`src/rtl/mmp_dac_pkg.sv`:
```
// Shared types and constants for the DAC frame scheduler / mixer.
// Optional soft-volume build: define MMP_DAC_MIX_SCHED_SOFT_VOL_EN.
package mmp_dac_pkg;

    typedef enum logic [2:0] {
        ST_IDLE,
        ST_MAC0,
        ST_MAC1,
        ST_MAC2,
        ST_SAT,
        ST_COMMIT
    } state_t;

    localparam logic [4:0] PH_SNAP   = 5'd0;
    localparam logic [4:0] PH_COMMIT = 5'd5;
    localparam logic [4:0] PH_LOAD_R = 5'd15;
    localparam logic [4:0] PH_LOAD_L = 5'd31;

    localparam int N_SRC = 3;
    localparam int ACC_W = 22;

    localparam logic signed [ACC_W-1:0] SAT_MAX = 22'sd32767;
    localparam logic signed [ACC_W-1:0] SAT_MIN = -22'sd32768;

endpackage

```
`src/rtl/mmp_dac_sat16.sv`:
```
// Arithmetic right shift of the mix accumulator followed by a clamp to signed 16 bits.
module mmp_dac_sat16
    import mmp_dac_pkg::*;
#(
    parameter int SHIFT = 3
) (
    input  logic signed [ACC_W-1:0] i_ACC,
    output logic signed [15:0]      o_SAT
);

    logic signed [ACC_W-1:0] w_shr;

    always_comb begin
        w_shr = i_ACC >>> SHIFT;
        if (w_shr > SAT_MAX) begin
            o_SAT = 16'sh7FFF;
        end else if (w_shr < SAT_MIN) begin
            o_SAT = 16'sh8000;
        end else begin
            o_SAT = w_shr[15:0];
        end
    end

endmodule

```
`src/rtl/mmp_dac_mix_sched.sv`:
```
// Frame scheduler and volume-weighted mixer for the DAC serializer; one shared MAC per frame.
// Build option: MMP_DAC_MIX_SCHED_SOFT_VOL_EN ramps per-source volume by 1 step per commit.
module mmp_dac_mix_sched
    import mmp_dac_pkg::*;
#(
    parameter int MIX_SHIFT = 0,
    parameter int VOL_W     = 4
) (
    input  logic                    i_CLK,
    input  logic                    i_RST_n,
    input  logic signed [15:0]      i_SCC,
    input  logic signed [15:0]      i_PSG,
    input  logic signed [15:0]      i_OPLL,
    input  logic                    i_SCC_VALID,
    input  logic                    i_PSG_VALID,
    input  logic                    i_OPLL_VALID,
    input  logic        [VOL_W-1:0] i_VOL_SCC,
    input  logic        [VOL_W-1:0] i_VOL_PSG,
    input  logic        [VOL_W-1:0] i_VOL_OPLL,
    input  logic                    i_OVR_CLR,
    output logic signed [15:0]      o_SCC,
    output logic signed [15:0]      o_PSG,
    output logic signed [15:0]      o_OPLL,
    output logic signed [15:0]      o_ALL,
    output logic                    o_FRAME,
    output logic        [4:0]       o_PHASE,
    output logic        [2:0]       o_OVR
);

    state_t                  r_state;
    logic [4:0]              r_phase;
    logic signed [15:0]      r_pend [N_SRC];
    logic signed [15:0]      r_work [N_SRC];
    logic signed [15:0]      r_out  [N_SRC];
    logic [N_SRC-1:0]        r_fresh;
    logic [2:0]              r_ovr;
    logic signed [ACC_W-1:0] r_acc;
    logic signed [15:0]      r_all;
    logic                    r_frame;

    logic signed [15:0]      w_in     [N_SRC];
    logic [VOL_W-1:0]        w_vol_in [N_SRC];
    logic [VOL_W-1:0]        w_vol    [N_SRC];
    logic [N_SRC-1:0]        w_valid;
    logic [N_SRC-1:0]        w_ovr_new;
    logic                    w_snap;
    logic [1:0]              w_mac_idx;
    logic signed [15:0]      w_mac_smp;
    logic [VOL_W-1:0]        w_mac_vol;
    logic signed [ACC_W-1:0] w_smp_ext;
    logic signed [ACC_W-1:0] w_vol_ext;
    logic signed [ACC_W-1:0] w_prod;
    logic signed [15:0]      w_sat;

    assign w_in[0]     = i_SCC;
    assign w_in[1]     = i_PSG;
    assign w_in[2]     = i_OPLL;
    assign w_vol_in[0] = i_VOL_SCC;
    assign w_vol_in[1] = i_VOL_PSG;
    assign w_vol_in[2] = i_VOL_OPLL;
    assign w_valid     = {i_OPLL_VALID, i_PSG_VALID, i_SCC_VALID};
    assign w_snap      = (r_phase == PH_SNAP);

    // A strobe in the snapshot cycle does not lose the old sample (it is being snapshotted).
    assign w_ovr_new = w_valid & r_fresh & {N_SRC{~w_snap}};

`ifdef MMP_DAC_MIX_SCHED_SOFT_VOL_EN
    logic [VOL_W-1:0] r_eff_vol [N_SRC];
    assign w_vol = r_eff_vol;
`else
    assign w_vol = w_vol_in;
`endif

    // NOTE: every variable assigned in always_comb gets a default first so no latch is inferred.
    always_comb begin
        w_mac_idx = 2'd0;
        case (r_state)
            ST_MAC1: w_mac_idx = 2'd1;
            ST_MAC2: w_mac_idx = 2'd2;
            default: w_mac_idx = 2'd0;
        endcase
    end

    assign w_mac_smp = r_work[w_mac_idx];
    assign w_mac_vol = w_vol[w_mac_idx];
    assign w_smp_ext = {{(ACC_W-16){w_mac_smp[15]}}, w_mac_smp};
    assign w_vol_ext = {{(ACC_W-VOL_W){1'b0}}, w_mac_vol};
    assign w_prod    = w_smp_ext * w_vol_ext;

    mmp_dac_sat16 #(
        .SHIFT(VOL_W - 1 + MIX_SHIFT)
    ) u_sat (
        .i_ACC(r_acc),
        .o_SAT(w_sat)
    );

    // NOTE: state uses non-blocking assignments only; reset is synchronous and clears every register.
    always_ff @(posedge i_CLK) begin
        if (!i_RST_n) begin
            r_state <= ST_IDLE;
            r_phase <= '0;
            r_fresh <= '0;
            r_ovr   <= '0;
            r_acc   <= '0;
            r_all   <= '0;
            r_frame <= 1'b0;
            for (int k = 0; k < N_SRC; k++) begin
                r_pend[k] <= '0;
                r_work[k] <= '0;
                r_out[k]  <= '0;
`ifdef MMP_DAC_MIX_SCHED_SOFT_VOL_EN
                r_eff_vol[k] <= '0;
`endif
            end
        end else begin
            r_phase <= r_phase + 5'd1;
            r_frame <= 1'b0;
            r_ovr   <= (i_OVR_CLR ? 3'b000 : r_ovr) | w_ovr_new;
            r_fresh <= w_snap ? w_valid : (r_fresh | w_valid);
            for (int k = 0; k < N_SRC; k++) begin
                if (w_valid[k]) r_pend[k] <= w_in[k];
            end

            case (r_state)
                ST_IDLE: begin
                    if (w_snap) begin
                        for (int k = 0; k < N_SRC; k++) r_work[k] <= r_pend[k];
                        r_acc   <= '0;
                        r_state <= ST_MAC0;
                    end
                end
                ST_MAC0: begin
                    r_acc   <= r_acc + w_prod;
                    r_state <= ST_MAC1;
                end
                ST_MAC1: begin
                    r_acc   <= r_acc + w_prod;
                    r_state <= ST_MAC2;
                end
                ST_MAC2: begin
                    r_acc   <= r_acc + w_prod;
                    r_state <= ST_SAT;
                end
                ST_SAT: begin
                    // Written here so the new words are visible throughout the commit phase.
                    for (int k = 0; k < N_SRC; k++) r_out[k] <= r_work[k];
                    r_all   <= w_sat;
                    r_frame <= 1'b1;
                    r_state <= ST_COMMIT;
                end
                ST_COMMIT: begin
`ifdef MMP_DAC_MIX_SCHED_SOFT_VOL_EN
                    for (int k = 0; k < N_SRC; k++) begin
                        if (r_eff_vol[k] < w_vol_in[k])      r_eff_vol[k] <= r_eff_vol[k] + 1'b1;
                        else if (r_eff_vol[k] > w_vol_in[k]) r_eff_vol[k] <= r_eff_vol[k] - 1'b1;
                    end
`endif
                    r_state <= ST_IDLE;
                end
                default: r_state <= ST_IDLE;
            endcase
        end
    end

    assign o_SCC   = r_out[0];
    assign o_PSG   = r_out[1];
    assign o_OPLL  = r_out[2];
    assign o_ALL   = r_all;
    assign o_FRAME = r_frame;
    assign o_PHASE = r_phase;
    assign o_OVR   = r_ovr;

endmodule
```
`config.mk`:
```
export PLATFORM = sky130hd
export DESIGN_NAME = mmp_dac_mix_sched
export DESIGN_NICKNAME = d
export VERILOG_FILES = /design/src/rtl/mmp_dac_pkg.sv /design/src/rtl/mmp_dac_sat16.sv /design/src/rtl/mmp_dac_mix_sched.sv
export SDC_FILE = /design/constraint.sdc
export NUM_CORES = 1
export LEC_CHECK = 0
export CORE_UTILIZATION = 60
export DETAILED_ROUTE_END_ITERATION = 6
export PLACE_DENSITY = 0.83
export SYNTH_ARGS = -nofsm -noshare
export SYNTH_HDL_FRONTEND = slang
export SYNTH_SLANG_ARGS = --single-unit
export TNS_END_PERCENT = 100
```
`constraint.sdc`:
```
create_clock -name i_CLK -period 10.35 [get_ports i_CLK]
set_input_delay 1.035 -clock i_CLK [delete_from_list [all_inputs] [get_ports i_CLK]]
set_output_delay 1.035 -clock i_CLK [all_outputs]
set_load 0.01 [all_outputs]
```
After elaboration in Yosys (flattened, before gate mapping)
Memories as Yosys holds them, arrays and structs flattened.
Index checks and enable logic that the tools add are counted.
{"block": "classes", "order_cmp": 3, "n_reduce_logical": 5, "bitwise_logic": 15, "muxes": 38, "add_sub_neg": 2, "mul": 1, "eq_ne": 5}
{"operator": "$mux W16", "n": 11}
{"operator": "$pmux W22 S2", "n": 1}
{"operator": "$add A22 B21 Y22", "n": 1}
{"operator": "$mux W22", "n": 1}
{"operator": "$mul A16 B5 Y21", "n": 1}
{"operator": "$gt A19 B16 Y1 const B", "n": 1}
{"operator": "$lt A19 B16 Y1 const B", "n": 1}
{"operator": "$mux W1", "n": 17}
{"operator": "$pmux W3 S5", "n": 1}
{"operator": "$mux W3", "n": 3}
{"operator": "$or A1 B1 Y1", "n": 9}
{"operator": "$bmux W4 S2", "n": 1}
{"operator": "$mux W4", "n": 2}
{"operator": "$and A3 B3 Y3", "n": 2}
{"operator": "$eq A3 B2 Y1 const B", "n": 2}
{"operator": "$or A3 B3 Y3", "n": 2}
{"operator": "$add A5 B1 Y5 const B", "n": 1}
{"operator": "$logic_not A5 Y1", "n": 1}
{"operator": "$pmux W2 S2", "n": 1}
{"operator": "$eq A3 B1 Y1 const B", "n": 1}
{"operator": "$eq A3 B3 Y1 const B", "n": 1}
{"operator": "$ge A3 B3 Y1 const B", "n": 1}
{"operator": "$logic_not A3 Y1", "n": 1}
{"operator": "$not A2 Y3", "n": 1}
{"operator": "other kinds (5)", "n": 5}
{"block": "totals", "in_bits": 66, "n_memories": 3, "register_bits": 53, "out_inout_bits": 73, "ramBits": 144, "elab_cells": 79}
{"name": "r_out", "words": 3, "width": 16, "rd": 3, "rd_clocked_by_memory_dff": 0, "write_ports": 3, "line": "mmp_dac_mix_sched.sv:34", "source": "logic signed [15:0] r_out [N_SRC];"}
{"name": "r_pend", "words": 3, "width": 16, "rd": 3, "rd_clocked_by_memory_dff": 0, "write_ports": 3, "line": "mmp_dac_mix_sched.sv:32", "source": "logic signed [15:0] r_pend [N_SRC];"}
{"name": "r_work", "words": 3, "width": 16, "rd": 4, "rd_clocked_by_memory_dff": 0, "write_ports": 3, "line": "mmp_dac_mix_sched.sv:33", "source": "logic signed [15:0] r_work [N_SRC];"}

Logic depth before layout (Yosys ltp)
{"block": "logic_depth", "ltp_word": 9, "ltp_mapped": 22}

Modules after synthesis
A second synthesis with hierarchy kept.
{"block": "hier_totals", "cells_unflattened": 997, "area_unflattened_um2": 10979.3}
{"mod": "mmp_dac_mix_sched", "seq_area_each_um2": 5385.2, "area_each_um2": 10605.2, "instances": 1, "cells_per_inst": 941}
{"mod": "mmp_dac_sat16", "seq_area_each_um2": 0.0, "area_each_um2": 374.1, "instances": 1, "cells_per_inst": 56}

Worst setup path after synthesis
OpenSTA, ideal clock, no wires.
{"block": "synth_path", "kind": "reg-to-reg", "startpoint": "reg r_phase[0] (netlist: o_PHASE[0])", "endpoint": "mem r_work[0][0] (enable)", "n_path_buf": 1, "synth_period_minus_slack_ps": 5397, "required_time_ps": 9830, "arrival_time_ps": 4877, "stages_incl_launch_ff": 7, "setup_slack_ps": 4953, "cell_sequence": "dfxtp_1 inv_1 ha_1 or4b_1 buf_2 or3_4 o21ai_0"}
{"element": "start, declared", "line": "mmp_dac_mix_sched.sv:31", "source": "logic [4:0] r_phase;"}
{"element": "start signal, assigned", "line": "mmp_dac_mix_sched.sv:116", "source": "r_phase <= r_phase + 5'd1;"}
{"element": "end, declared", "line": "mmp_dac_mix_sched.sv:33"}

Worst setup path in the final report
{"block": "layout_path", "startpoint": "in i_VOL_PSG[1]", "endpoint": "reg r_acc[20]"}
{"block": "layout_via", "elab_chain_len": 6}
{"element": "start, declared", "line": "mmp_dac_mix_sched.sv:18", "source": "input logic [VOL_W-1:0] i_VOL_PSG,"}
{"element": "$bmux W4 S2", "line": "mmp_dac_mix_sched.sv:85", "source": "assign w_mac_vol = w_vol[w_mac_idx];"}
{"element": "$mux W4 (implied by the code) (2 in series)", "line": "mmp_dac_mix_sched.sv:85"}
{"element": "$mul A16 B5 Y21", "line": "mmp_dac_mix_sched.sv:88", "source": "assign w_prod = w_smp_ext * w_vol_ext;"}
{"element": "$add A22 B21 Y22", "line": "mmp_dac_mix_sched.sv:133, mmp_dac_mix_sched.sv:137, mmp_dac_mix_sched.sv:141"}
{"element": "$pmux W22 S2", "line": "mmp_dac_mix_sched.sv:124", "source": "case (r_state)"}
{"element": "end signal, assigned", "line": "mmp_dac_mix_sched.sv:133", "source": "r_acc <= r_acc + w_prod;"}
{"element": "end signal, assigned", "line": "mmp_dac_mix_sched.sv:137", "source": "r_acc <= r_acc + w_prod;"}
{"element": "end signal, assigned", "line": "mmp_dac_mix_sched.sv:141", "source": "r_acc <= r_acc + w_prod;"}
{"element": "end, declared", "line": "mmp_dac_mix_sched.sv:37", "source": "logic signed [ACC_W-1:0] r_acc;"}
Every way passes these cells. The select of a mux whose other input is x is not followed.
A chain may end at the register's enable or synchronous reset.

==> impl_metrics.json <==
{
  "setup_tns_ps": 0,
  "die-area_mm2": 0.0184,
  "gp_congestion": 0.905,
  "cts_sinks": 197,
  "combPwrFrac": 0.430,
  "drv_cap": 0,
  "cp_data_required_time_ps": 10680,
  "area_delta_synth_final_pct": 20.2,
  "reg2reg_from": "r_state[2]",
  "rsz0062_at_grt": "no",
  "synth-edff-count": 144,
  "grt_pass1_wl_mm": 35.7,
  "synth_ff_type": "edfxtp_1",
  "overflow": 0,
  "synthXorXnorAreaFrac": 0.0205,
  "vias_per_cell": 5.33,
  "cts_tree": "yes",
  "dr.pass1.iters": 5,
  "cts_resized": 0,
  "synth_seq_area_share": 0.503,
  "holdWs_ps": 434,
  "wirelength_mm": 22.4,
  "dieWidth_um": 136,
  "synthMuxAreaShare": 0.0187,
  "fin_crit_sh": 0.588,
  "synth_compound_area_frac": 0.0821,
  "num_io_pins": 139,
  "start_kind": "primary input",
  "dp.cells": 1306,
  "postCtsSetupBuffers": 0,
  "skew_ps": 12.8,
  "port_buffers": 138,
  "ys_warn_count": 0,
  "first_global_vias": 7055,
  "ys_ff_latch": 197,
  "max_freq_ghz": 0.164,
  "status": "finished, final reports clean",
  "hp-start": "o_ALL[14]",
  "p_sw_mw": 1.15,
  "place_ws_ps": 3880,
  "final-instance-count-excl-fill": 1338,
  "synth_top_family_by_area": "simple AND/OR/NAND/NOR gates",
  "fillers": 1178,
  "num_rows": 48,
  "syn_avg_cell_area_um2": 11.0,
  "clk_pin_slew_ps": 70,
  "min_period_ps": 6090,
  "swShare": 0.395,
  "netlist_instances": 975,
  "yosys.area_share.simple": 0.162,
  "startpoint": "i_VOL_PSG[1]",
  "netlist_area_mm2": 0.0107,
  "grt_max_degree": 50,
  "postSynth.asyncResetShare": 0,
  "drv_slew": 0,
  "cts-hold-fix-buffers": 0,
  "synth_nets": 1141,
  "htreeDepth": 4,
  "drtIter0Drc": 425,
  "end_kind": "flip-flop",
  "hpwl_mm": 16.6,
  "start_util": 0.617,
  "antenna_found_initial": 0,
  "slew_headroom": 0.224,
  "leakage_nw": 5.41,
  "diodes": 0,
  "synth_fa_ha_area_frac": 0.155,
  "die_y_um": 136,
  "seq_area_mm2": 0.00539,
  "worstSetupPathType": "primary input to flip-flop",
  "drc": 0,
  "final_common_cell": "and2_1",
  "drtAntennaViolNets": 0,
  "ys_types": 47,
  "coreArea_mm2": 0.0174,
  "final_core_util": 0.741,
  "clock_latency_ps": 440,
  "tightest_slew_ps": 1150,
  "cts-root-buf": "clkbuf_16",
  "power_frac_clock": 0.226,
  "multi_input_area_mm2": 0.00470,
  "pwr-share-seq": 0.344,
  "path_max_fanout": 11,
  "mostFrequentLayoutCells": "and2_1, edfxtp_1, clkdlybuf4s50_1, inv_1, nand2_1",
  "ir_drop_mv": 0.166,
  "fin_ws_ps": 4260,
  "arrival_ps": 6420,
  "setup_violations": 0,
  "cts_made_buffers": 17,
  "intPower_mw": 1.77,
  "nets": 1266,
  "hold_path.class": "flip-flop to flip-flop",
  "drt-wirelength-per-cell_um": 16.7,
  "cts_buffer_depth": 2,
  "grt_usage": 0.260,
  "powerDensity_mw_per_mm2": 227,
  "via_count": 7127,
  "drive_above_1_share": 0.0485,
  "hold_violations": 0
}
worst paths after layout:
kind              slack [ps]         to  depth (start not counted)
setup reg to reg        4400  r_acc[20]                         18
hold reg to reg          430  o_ALL[14]                          2
hold / removal           430  o_ALL[14]                          2
setup / recovery        4260  r_acc[20]                         18
cells in the mapped netlist (2+ instances only):
| master | instances | area, um2 |
|---|---|---|
| ha_1 | 46 | 576 |
| nor3_1 | 4 | 20.0 |
| xnor2_1 | 17 | 149 |
| a22oi_1 | 8 | 60.1 |
| nand2b_1 | 11 | 68.8 |
| nor2_1 | 74 | 278 |
| a31oi_1 | 6 | 37.5 |
| a21o_1 | 9 | 67.6 |
| buf_6 | 3 | 33.8 |
| o211ai_1 | 3 | 22.5 |
| xor2_1 | 8 | 70.1 |
| clkbuf_1 | 32 | 120 |
| inv_1 | 118 | 443 |
| nand2_1 | 75 | 282 |
| fa_1 | 54 | 1080 |
| a211oi_1 | 2 | 15.0 |
| and2_1 | 147 | 920 |
| a211o_1 | 2 | 17.5 |
| nand3_1 | 6 | 30.0 |
| o21ai_0 | 36 | 180 |
| clkbuf_2 | 2 | 10.0 |
| buf_2 | 4 | 20.0 |
| a22o_1 | 12 | 105 |
| or2_2 | 5 | 31.3 |
| o21a_1 | 15 | 113 |
| or3_1 | 2 | 12.5 |
| dfxtp_1 | 53 | 1060 |
| edfxtp_1 | 144 | 4320 |
| mux2i_1 | 20 | 200 |
| nand4_1 | 5 | 31.3 |
| a32oi_1 | 4 | 35.0 |
| a21oi_1 | 33 | 165 |
layer usage:
layer	up-vias	wire (um)	track usage	part of all wire
li1	3469	-	-	-
met1	3408	9590	0.343	0.43
met2	214	11100	0.426	0.50
met3	36	1100	0.0456	0.049
met4	0	605	0.106	0.027
met5	-	0	0	0
worst max-delay path, cell delays in order:
cell and delay (ps):
clkdlybuf4s50_1 470, mux2i_1 120, o21ai_0 910, nand2_1 180, fa_1 570, inv_1 50, fa_1 470, inv_1 60
fa_1 530, inv_1 40, ha_1 360, o211ai_1 240, a211oi_1 110, nor3_1 470, o21ai_1 190, a221oi_2 320
xnor2_1 90, a22o_1 190
final cells by class:
cell class | instances | area share
Multi-Input combinational cell | 617 | 0.365
Clock inverter | 15 | 0.0136
Inverter | 119 | 0.0347
Tap cell | 225 | 0.0219
Timing Repair Buffer | 148 | 0.113
Sequential cell | 197 | 0.418
Clock buffer | 17 | 0.0331
flip-flops by register name (all words and copies together) (netlist names):
name / cells
r_out: 48
r_work: 48
o_ALL: 16
o_OVR: 3
r_pend: 48
o_FRAME: 1
o_PHASE: 5
r_fresh: 3
r_state: 3
r_acc: 22
power groups by stage:
stage	registers [mW]	clock network (mW)	logic [mW]
5_1_grt	1.02	0.697	1.42
3_3_place_gp	1.02	0	1.21
3_5_place_dp	1.02	0	1.25
6_report	1.01	0.662	1.26
2_1_floorplan	1.01	0	0.943
4_1_cts	1.01	0.668	1.26
through the flow:
| stage | power, mW | instance area [um2] |
|---|---|---|
| floorplan | 1.95 | 10700 |
| global placement | 2.23 | 12300 |
| detailed placement | 2.27 | 12300 |
| CTS | 2.93 | 12900 |
| global route | 3.14 | 12900 |
| finish | 2.93 | 12900 |
cell families after synthesis:
family          Yosys count
fa+ha+maj               100
buf+inv                 161
compound gates          137
simple gates            335
flops                   197
xor+xnor                 25
mux                      20
(Power assumes the default switching activity.)
